$ cat config.mk
export PLATFORM = sky130hd
export DESIGN_NAME = synaptic_current_gen
export DESIGN_NICKNAME = d
export VERILOG_FILES = /design/src/rtl/synaptic_current_gen_pkg.sv /design/src/rtl/syn_edge_refract.sv /design/src/rtl/synaptic_current_gen.sv
export SDC_FILE = /design/constraint.sdc
export NUM_CORES = 1
export LEC_CHECK = 0
export CAP_MARGIN = 10
export CORE_AREA = 2 2 181 94
export CTS_CLUSTER_SIZE = 20
export DETAILED_ROUTE_END_ITERATION = 6
export DIE_AREA = 0 0 183 96
export PLACE_DENSITY = 0.4
export SETUP_SLACK_MARGIN = 0.15
export SLEW_MARGIN = 20
export SYNTH_ARGS = -nofsm -noshare
export SYNTH_HDL_FRONTEND = slang
export SYNTH_SLANG_ARGS = --single-unit
export TNS_END_PERCENT = 10
$ cat constraint.sdc
create_clock -name clock -period 7.1 [get_ports clock]
set_input_delay 1.42 -clock clock [delete_from_list [all_inputs] [get_ports clock]]
set_output_delay 1.42 -clock clock [all_outputs]
set_load 0.01 [all_outputs]
$ cat src/rtl/synaptic_current_gen_pkg.sv
// Shared types and helpers for the spike-to-current synapse.
package synaptic_current_gen_pkg;

  localparam int WIDTH_DEF = 16;

  // Update sequence run once per accepted integration tick.
  typedef enum logic [1:0] {
    IDLE  = 2'd0,
    DECAY = 2'd1,
    ADD   = 2'd2,
    DONE  = 2'd3
  } state_t;

  // Signed add clamped to the range of a w-bit two's complement word (w <= 31).
  // The result is returned sign-extended to 32 bits; callers keep the low w bits.
  function automatic logic signed [31:0] sat_add(input logic signed [31:0] a,
                                                 input logic signed [31:0] b,
                                                 input int                 w);
    logic signed [32:0] sum;
    logic signed [32:0] hi;
    logic signed [32:0] lo;
    sum = 33'(a) + 33'(b);
    hi  = (33'sd1 <<< (w - 1)) - 33'sd1;
    lo  = -(33'sd1 <<< (w - 1));
    if (sum > hi) begin
      sat_add = hi[31:0];
    end else if (sum < lo) begin
      sat_add = lo[31:0];
    end else begin
      sat_add = sum[31:0];
    end
  endfunction

endpackage

$ cat src/rtl/syn_edge_refract.sv
// Presynaptic front end: rising-edge detect on the spike level, refractory
// window that drops edges, and a saturating count of spikes waiting for the
// next integration tick.
module syn_edge_refract #(
  parameter int PEND_BITS     = 3,
  parameter int REFRACT_TICKS = 0
) (
  input  logic                 clock,
  input  logic                 reset,
  input  logic                 spike_in,
  input  logic                 snapshot,    // tick taken in IDLE this cycle
  input  logic                 decay_step,  // update sequence is in DECAY
  output logic [PEND_BITS-1:0] snap_k       // spikes to apply for this tick
);

  localparam int RW = (REFRACT_TICKS > 0) ? $clog2(REFRACT_TICKS + 1) : 1;
  localparam logic [PEND_BITS-1:0] P_MAX = '1;

  logic                 spike_d;
  logic [PEND_BITS-1:0] pending_q;
  logic [RW-1:0]        refract_q;
  logic                 skip_dec_q;
  logic                 ev_acc;

  // An edge only counts while no refractory window is running.
  assign ev_acc = spike_in & ~spike_d & (refract_q == '0);

  // Snapshot includes an edge landing in the same cycle as the tick.
  always_comb begin
    snap_k = pending_q;
    if (ev_acc && (pending_q != P_MAX)) begin
      snap_k = pending_q + 1'b1;
    end
  end

  // Edge history, pending count and refractory countdown.
  always_ff @(posedge clock) begin
    if (reset) begin
      spike_d    <= 1'b0;
      pending_q  <= '0;
      refract_q  <= '0;
      skip_dec_q <= 1'b0;
    end else begin
      spike_d <= spike_in;
      if (snapshot) begin
        pending_q <= '0;
      end else if (ev_acc && (pending_q != P_MAX)) begin
        pending_q <= pending_q + 1'b1;
      end
      // A window opened by the snapshot's own edge is not shortened by the
      // decay step that immediately follows it.
      skip_dec_q <= snapshot & ev_acc;
      if (ev_acc && (REFRACT_TICKS > 0)) begin
        refract_q <= RW'(REFRACT_TICKS);
      end else if (decay_step && (refract_q != '0) && !skip_dec_q) begin
        refract_q <= refract_q - 1'b1;
      end
    end
  end

endmodule

$ cat src/rtl/synaptic_current_gen.sv
// Spike-to-current synapse: exponentially decaying accumulator bumped by the
// synaptic weight once per presynaptic spike, updated on each integration tick.
//
// Weight handshake: a write transfers on a clock edge where weight_valid and
// weight_ready are both high; weight_ready is high only while idle and no tick
// is present, and the requester holds weight_valid/weight_data until transfer.
module synaptic_current_gen
  import synaptic_current_gen_pkg::*;
#(
  parameter int                      WIDTH         = WIDTH_DEF,
  parameter int                      DECAY_SHIFT   = 3,
  parameter int                      PEND_BITS     = 3,
  parameter int                      REFRACT_TICKS = 0,
  parameter logic signed [WIDTH-1:0] W_INIT        = WIDTH'(100)
) (
  input  logic                    clock,
  input  logic                    reset,
  input  logic                    tick,
  input  logic                    spike_in,
  input  logic                    weight_valid,
  input  logic signed [WIDTH-1:0] weight_data,
  output logic                    weight_ready,
  output logic signed [WIDTH-1:0] current_out,
  output logic                    current_valid,
  output logic                    overrun,
  output state_t                  dbg_state
);

  state_t                  state_q, state_d;
  logic signed [WIDTH-1:0] acc_q, acc_d;
  logic signed [WIDTH-1:0] weight_q;
  logic signed [WIDTH-1:0] out_q;
  logic                    valid_q;
  logic                    overrun_q;
  logic [PEND_BITS-1:0]    k_q;
  logic [PEND_BITS-1:0]    snap_k;
  logic signed [31:0]      sum_sat;
  logic                    snapshot;

  assign snapshot      = (state_q == IDLE) && tick;
  assign weight_ready  = (state_q == IDLE) && !tick;
  assign current_out   = out_q;
  assign current_valid = valid_q;
  assign overrun       = overrun_q;
  assign dbg_state     = state_q;
  assign sum_sat       = sat_add(32'(acc_q), 32'(weight_q), WIDTH);

  syn_edge_refract #(
    .PEND_BITS    (PEND_BITS),
    .REFRACT_TICKS(REFRACT_TICKS)
  ) u_edge (
    .clock     (clock),
    .reset     (reset),
    .spike_in  (spike_in),
    .snapshot  (snapshot),
    .decay_step(state_q == DECAY),
    .snap_k    (snap_k)
  );

  // State register.
  always_ff @(posedge clock) begin
    if (reset) state_q <= IDLE;
    else       state_q <= state_d;
  end

  // Next state and next accumulator value for the decay/add sequence.
  always_comb begin
    state_d = state_q;
    acc_d   = acc_q;
    case (state_q)
      IDLE: begin
        if (tick) state_d = DECAY;
      end
      DECAY: begin
        acc_d   = acc_q - (acc_q >>> DECAY_SHIFT);
        state_d = (k_q == '0) ? DONE : ADD;
      end
      ADD: begin
        acc_d = sum_sat[WIDTH-1:0];
        if (k_q == PEND_BITS'(1)) state_d = DONE;
      end
      DONE: begin
        state_d = IDLE;
      end
      default: state_d = IDLE;
    endcase
  end

  // Datapath: accumulator, add count, published current, flags and weight.
  always_ff @(posedge clock) begin
    if (reset) begin
      acc_q     <= '0;
      k_q       <= '0;
      out_q     <= '0;
      valid_q   <= 1'b0;
      overrun_q <= 1'b0;
      weight_q  <= W_INIT;
    end else begin
      acc_q <= acc_d;
      if (snapshot) begin
        k_q <= snap_k;
      end else if (state_q == ADD) begin
        k_q <= k_q - 1'b1;
      end
      // Publish the final value as DONE is entered so it is visible while
      // current_valid is high.
      if (state_d == DONE) out_q <= acc_d;
      valid_q <= (state_d == DONE);
      if (tick && (state_q != IDLE)) overrun_q <= 1'b1;
      if (weight_valid && weight_ready) weight_q <= weight_data;
    end
  end

endmodule
==> impl_results.html <==
<table>
<tr><th>Metric</th><th>Value</th></tr>
<tr><th colspan="2">Clock network</th></tr>
<tr><td>Clk sinks</td><td>between 60 and 70</td></tr>
<tr><td>Clock latency reported for the late side of the worst-skew pair</td><td>between 0.3 and 0.4 ns</td></tr>
<tr><td>Cts repair resizes</td><td>0</td></tr>
<tr><td>Clk pin slew, worst setup/hold paths</td><td>0.05 ns</td></tr>
<tr><td>Number of hold buffers added after cts</td><td>0</td></tr>
<tr><td>Cell at the root of the clock tree</td><td>sky130_fd_sc_hd__clkbuf_16</td></tr>
<tr><td>Num CTS Buffers</td><td>9</td></tr>
<tr><td>CTS tree</td><td>done</td></tr>
<tr><td>H-tree levels</td><td>3</td></tr>
<tr><td>Setup Buffers After CTS</td><td>0</td></tr>
<tr><td>Number of buffers between clock root and the deepest sink</td><td>2</td></tr>
<tr><th colspan="2">Timing</th></tr>
<tr><td>Timing-limited maximum frequency</td><td>231 MHz</td></tr>
<tr><td>Worst slew margin relative to its limit</td><td>between 20 and 30%</td></tr>
<tr><td>Setup violators final</td><td>0</td></tr>
<tr><td>Clock period minus worst slack</td><td>~4.3 ns</td></tr>
<tr><td>Setup repair after global routing missed its margin</td><td>no</td></tr>
<tr><td>Slew Limit Fails</td><td>0</td></tr>
<tr><td>Final Hold Fails</td><td>0</td></tr>
<tr><td>Setup Total Neg Slack</td><td>0 ns</td></tr>
<tr><td>Period Utilization, post-route</td><td>approximately three fifths</td></tr>
<tr><td>Setup skew after layout</td><td>approximately 0.0086 ns</td></tr>
<tr><td>Least-Margin Pin Slew</td><td>around 1.1 ns</td></tr>
<tr><th colspan="2">Global route</th></tr>
<tr><td>Antenna violations before repair</td><td>0</td></tr>
<tr><td>Final global-route overflow total</td><td>0</td></tr>
<tr><td>Wire length of the first global-routing pass</td><td>between 15000 and 20000 microns</td></tr>
<tr><td>Number of global-route vias before repair</td><td>about 3300</td></tr>
<tr><td>GRT Resource Usage Total</td><td>about 14%</td></tr>
<tr><td>Maximum number of pins on one net before global-route repair</td><td>61</td></tr>
<tr><th colspan="2">Synthesis</th></tr>
<tr><td>EDFF count, synth</td><td>0</td></tr>
<tr><td>Synth warnings</td><td>0</td></tr>
<tr><td>Avg Synthesized Cell Area</td><td>8.56 sq um</td></tr>
<tr><td>Nets in the synthesized netlist</td><td>approximately 530</td></tr>
<tr><td>Post-synthesis sequential area ratio</td><td>around 30%</td></tr>
<tr><td>Leading post-synthesis cells by cell area</td><td>sky130_fd_sc_hd__dfxtp_1, sky130_fd_sc_hd__ha_1, sky130_fd_sc_hd__a211oi_1, sky130_fd_sc_hd__nand2_1, sky130_fd_sc_hd__a21oi_1</td></tr>
<tr><td>Top-area cell type share of the netlist area</td><td>~30%</td></tr>
<tr><td>Cell count after synthesis</td><td>approximately 460</td></tr>
<tr><td>Synth Register Bits</td><td>61</td></tr>
<tr><td>Primary FF master, synth</td><td>sky130_fd_sc_hd__dfxtp_1</td></tr>
<tr><td>Cell variety after synth</td><td>61</td></tr>
<tr><td>Dominant cell type by area after synthesis</td><td>sky130_fd_sc_hd__dfxtp_1</td></tr>
<tr><td>Post-synthesis instance area</td><td>between 3000 and 4000 sq um</td></tr>
<tr><td>Proportion of synthesized flip-flops having asynchronous set or reset</td><td>0%</td></tr>
<tr><th colspan="2">Pwr</th></tr>
<tr><td>Leakage</td><td>1.83 nW</td></tr>
<tr><td>Maximum vdd drop</td><td>between 0.1 and 0.15 mV</td></tr>
<tr><td>Pwr per Cell Area</td><td>between 400 and 500 nW/um^2</td></tr>
<tr><th colspan="2">Route</th></tr>
<tr><td>Via-per-instance ratio</td><td>approximately 4.9</td></tr>
<tr><td>First-pass detailed-route iteration total</td><td>7</td></tr>
<tr><td>Count of vias placed by the detailed router</td><td>about 3500</td></tr>
<tr><td>DRC violations left</td><td>0</td></tr>
<tr><td>Detailed Route WL</td><td>about 12000 microns</td></tr>
<tr><td>Drt initial violations</td><td>between 200 and 300</td></tr>
<tr><td>Mean routed wirelength per cell</td><td>about 16 microns</td></tr>
<tr><td>Post-route ant nets</td><td>0</td></tr>
<tr><th colspan="2">Final layout</th></tr>
<tr><td>Final standard cell count with taps included and fillers excluded</td><td>between 700 and 800</td></tr>
<tr><td>Fraction of the core area covered by cells at the end of the flow</td><td>between 20% and 30%</td></tr>
<tr><td>ANT cells</td><td>0</td></tr>
<tr><td>Multi-input gate area</td><td>2490 sq um</td></tr>
<tr><td>Final standard cell area without fillers</td><td>roughly 4800 sq um</td></tr>
<tr><td>Most common library cell in the layout ignoring fill and taps</td><td>sky130_fd_sc_hd__dfxtp_1</td></tr>
<tr><td>Count of nets after finishing</td><td>approximately 560</td></tr>
<tr><td>Area added between synthesis and finish</td><td>20.7%</td></tr>
<tr><td># fillers</td><td>~1700</td></tr>
<tr><td>Register area</td><td>1220 sq um</td></tr>
<tr><td>Layout cells sized above 1</td><td>7.41%</td></tr>
<tr><td>Leading cell types in the layout, fill and taps excluded</td><td>sky130_fd_sc_hd__dfxtp_1, sky130_fd_sc_hd__nand2_1, sky130_fd_sc_hd__nor2_1</td></tr>
<tr><th colspan="2">Critical path</th></tr>
<tr><td>Critical path's most frequent cell</td><td>sky130_fd_sc_hd__clkdlybuf4s50_1</td></tr>
<tr><td>Crit path cell chain</td><td>clkdlybuf4s50_1, nor2_1, clkdlybuf4s50_1</td></tr>
<tr><td>Worst Path Buf+Inv</td><td>2</td></tr>
<tr><td>Slowest Stage Delay on Critical Path</td><td>0.63 ns</td></tr>
<tr><td>Crit path launch</td><td>tick</td></tr>
<tr><td>Crit-path leading delay family</td><td>buffers and inverters</td></tr>
<tr><td>Top fanout value on the critical path</td><td>4</td></tr>
<tr><td>Category of the most critical setup path</td><td>input port to output pin</td></tr>
<tr><td>Worst-case reg-to-reg path depth</td><td>11</td></tr>
<tr><td>Critical path endpoint category</td><td>output pin</td></tr>
<tr><td>WP data required</td><td>around 5.7 ns</td></tr>
<tr><td>Capture point of the critical path</td><td>weight_ready</td></tr>
<tr><td>Number of stages on the worst setup path</td><td>3</td></tr>
<tr><td>Reg-to-reg startpoint</td><td>acc_q[0]</td></tr>
<tr><td>Worst endpoint data arrival time</td><td>between 2 and 3 ns</td></tr>
<tr><td>Crit-path slowest cell</td><td>sky130_fd_sc_hd__clkdlybuf4s50_1</td></tr>
<tr><td>Internal reg-to-reg setup slack</td><td>~3.6 ns</td></tr>
<tr><td>Capture point of the worst reg-to-reg path</td><td>current_out[3]</td></tr>
<tr><td>Sort of element at the start of the critical path</td><td>input port</td></tr>
<tr><th colspan="2">Job</th></tr>
<tr><td>Max cap viols</td><td>0</td></tr>
<tr><th colspan="2">Min path</th></tr>
<tr><td>Hold WC Path Type</td><td>flip-flop to flip-flop</td></tr>
<tr><td>Number of instances on the worst hold path</td><td>2</td></tr>
<tr><th colspan="2">Floorplan</th></tr>
<tr><td>Floorplan die height</td><td>approximately 96 microns</td></tr>
<tr><td>Core Footprint</td><td>roughly 16000 sq um</td></tr>
<tr><td>Cell Rows</td><td>33</td></tr>
<tr><td>Die width</td><td>183 microns</td></tr>
<tr><td>Initial standard-cell utilization of the core</td><td>24.7%</td></tr>
<tr><td>Number of top-level pins</td><td>between 40 and 50</td></tr>
<tr><td>Die area</td><td>roughly 18000 sq um</td></tr>
<tr><th colspan="2">Placement</th></tr>
<tr><td>Port Buffers</td><td>41</td></tr>
<tr><td>Routability congestion estimate from global placement</td><td>about 0.83</td></tr>
<tr><td>Estimated wirelength of the detail-placed design</td><td>just under 9000 microns</td></tr>
<tr><td>Cells after DPL</td><td>just under 700</td></tr>
<tr><td>Total placed instance area</td><td>~4500 sq um</td></tr>
<tr><th colspan="2">Outcome</th></tr>
<tr><td>Outcome</td><td>finished, final reports clean</td></tr>
</table>
==> report_power, final <==
group,leakage [nW],switching [mW],internal [mW]
combinational,1.18,0.845,0.566
clock,0.145,0.166,0.269
sequential,0.501,0.0779,0.448
==> sequential cells by signal, summed over array words and instances (netlist names) <==
| name | count |
|---|---|
| acc_q | 16 |
| current_out | 16 |
| weight_q | 16 |
| k_q | 3 |
| u_edge.pending_q | 3 |
| dbg_state | 2 |
| current_valid | 1 |
| overrun | 1 |
| u_edge.refract_q | 1 |
| u_edge.skip_dec_q | 1 |
| u_edge.spike_d | 1 |
==> cell families after synthesis <==
kind of cell / count (synthesis) / share of synthesized area (%)
compound gates: 138 / 25.6
xor+xnor: 25 / 5.54
fa+ha+maj: 42 / 13.7
buf+inv: 47 / 6.39
flops: 61 / 30.9
mux: 3 / 0.855
simple gates: 146 / 17.0
==> worst min path at each step <==
stage	from	end
after floorplan	weight_q[0]	weight_q[0]
after CTS	weight_q[8]	weight_q[8]
after global placement	weight_q[9]	weight_q[9]
after detailed placement	weight_q[8]	weight_q[8]
after global routing	weight_q[10]	weight_q[10]
final	weight_q[8]	weight_q[8]
==> synth_stat cells (2+ instances only) <==
| master | number |
|---|---|
| sky130_fd_sc_hd__dfxtp_1 | 61 |
| sky130_fd_sc_hd__nand2_1 | 51 |
| sky130_fd_sc_hd__nor2_1 | 46 |
| sky130_fd_sc_hd__ha_1 | 40 |
| sky130_fd_sc_hd__a21oi_1 | 38 |
| sky130_fd_sc_hd__a211oi_1 | 30 |
| sky130_fd_sc_hd__inv_1 | 26 |
| sky130_fd_sc_hd__xnor2_1 | 16 |
| sky130_fd_sc_hd__clkbuf_1 | 13 |
| sky130_fd_sc_hd__o21ai_0 | 13 |
| sky130_fd_sc_hd__nor3_1 | 10 |
| sky130_fd_sc_hd__xor2_1 | 9 |
| sky130_fd_sc_hd__nor2b_1 | 8 |
| sky130_fd_sc_hd__a221oi_1 | 7 |
| sky130_fd_sc_hd__a21o_1 | 6 |
| sky130_fd_sc_hd__a221oi_2 | 5 |
| sky130_fd_sc_hd__clkbuf_8 | 5 |
| sky130_fd_sc_hd__nand2b_1 | 5 |
| sky130_fd_sc_hd__nand3_1 | 5 |
| sky130_fd_sc_hd__o21a_1 | 5 |
| sky130_fd_sc_hd__a31oi_1 | 4 |
| sky130_fd_sc_hd__and2_1 | 4 |
| sky130_fd_sc_hd__and3_1 | 3 |
| sky130_fd_sc_hd__nand3b_1 | 3 |
| sky130_fd_sc_hd__a2111o_1 | 2 |
| sky130_fd_sc_hd__a22oi_1 | 2 |
| sky130_fd_sc_hd__a22oi_2 | 2 |
| sky130_fd_sc_hd__buf_6 | 2 |
| sky130_fd_sc_hd__fa_1 | 2 |
| sky130_fd_sc_hd__mux2i_1 | 2 |
| sky130_fd_sc_hd__nor3b_1 | 2 |
| sky130_fd_sc_hd__o211ai_1 | 2 |
| sky130_fd_sc_hd__o211ai_2 | 2 |
| sky130_fd_sc_hd__o21ai_1 | 2 |
| sky130_fd_sc_hd__o22ai_1 | 2 |
| sky130_fd_sc_hd__o31ai_1 | 2 |
==> worst min-delay path: cells and delay by family (launching register included) <==
kind            cells  cell delay (ns)
compound gates      1             0.05
simple gates        1             0.05
flops               1             0.31
==> cell type report <==
class                   count  area share (%)
well taps                 210            5.51
repair buffers             42            8.65
flip-flops and latches     61            25.6
multi-input cells         354            52.1
inverters                  26            2.05
clock inverters             7            1.39
clock buffers               9            4.72
==> per-layer routing <==
| metal | wire [microns] | global-route usage (%) | part of all wire (%) |
|---|---|---|---|
| met5 | 0 | 0 | 0 |
| met4 | 67 | 3.00 | 0.58 |
| met3 | 544 | 3.25 | 4.7 |
| met2 | 4180 | 18.8 | 36 |
| met1 | 6820 | 21.9 | 59 |
==> stage by stage <==
stage | total power [mW] | setup WS [ns] | hold slack [ns]
global placement | 1.91 | 2.80 | 0.455
floorplan | 1.55 | 4.05 | 0.440
global route | 2.58 | 2.73 | 0.494
CTS | 2.38 | 2.79 | 0.462
finish | 2.37 | 2.77 | 0.458
detailed placement | 1.93 | 2.80 | 0.455
No activity file was read; power rests on OpenSTA's default activity.
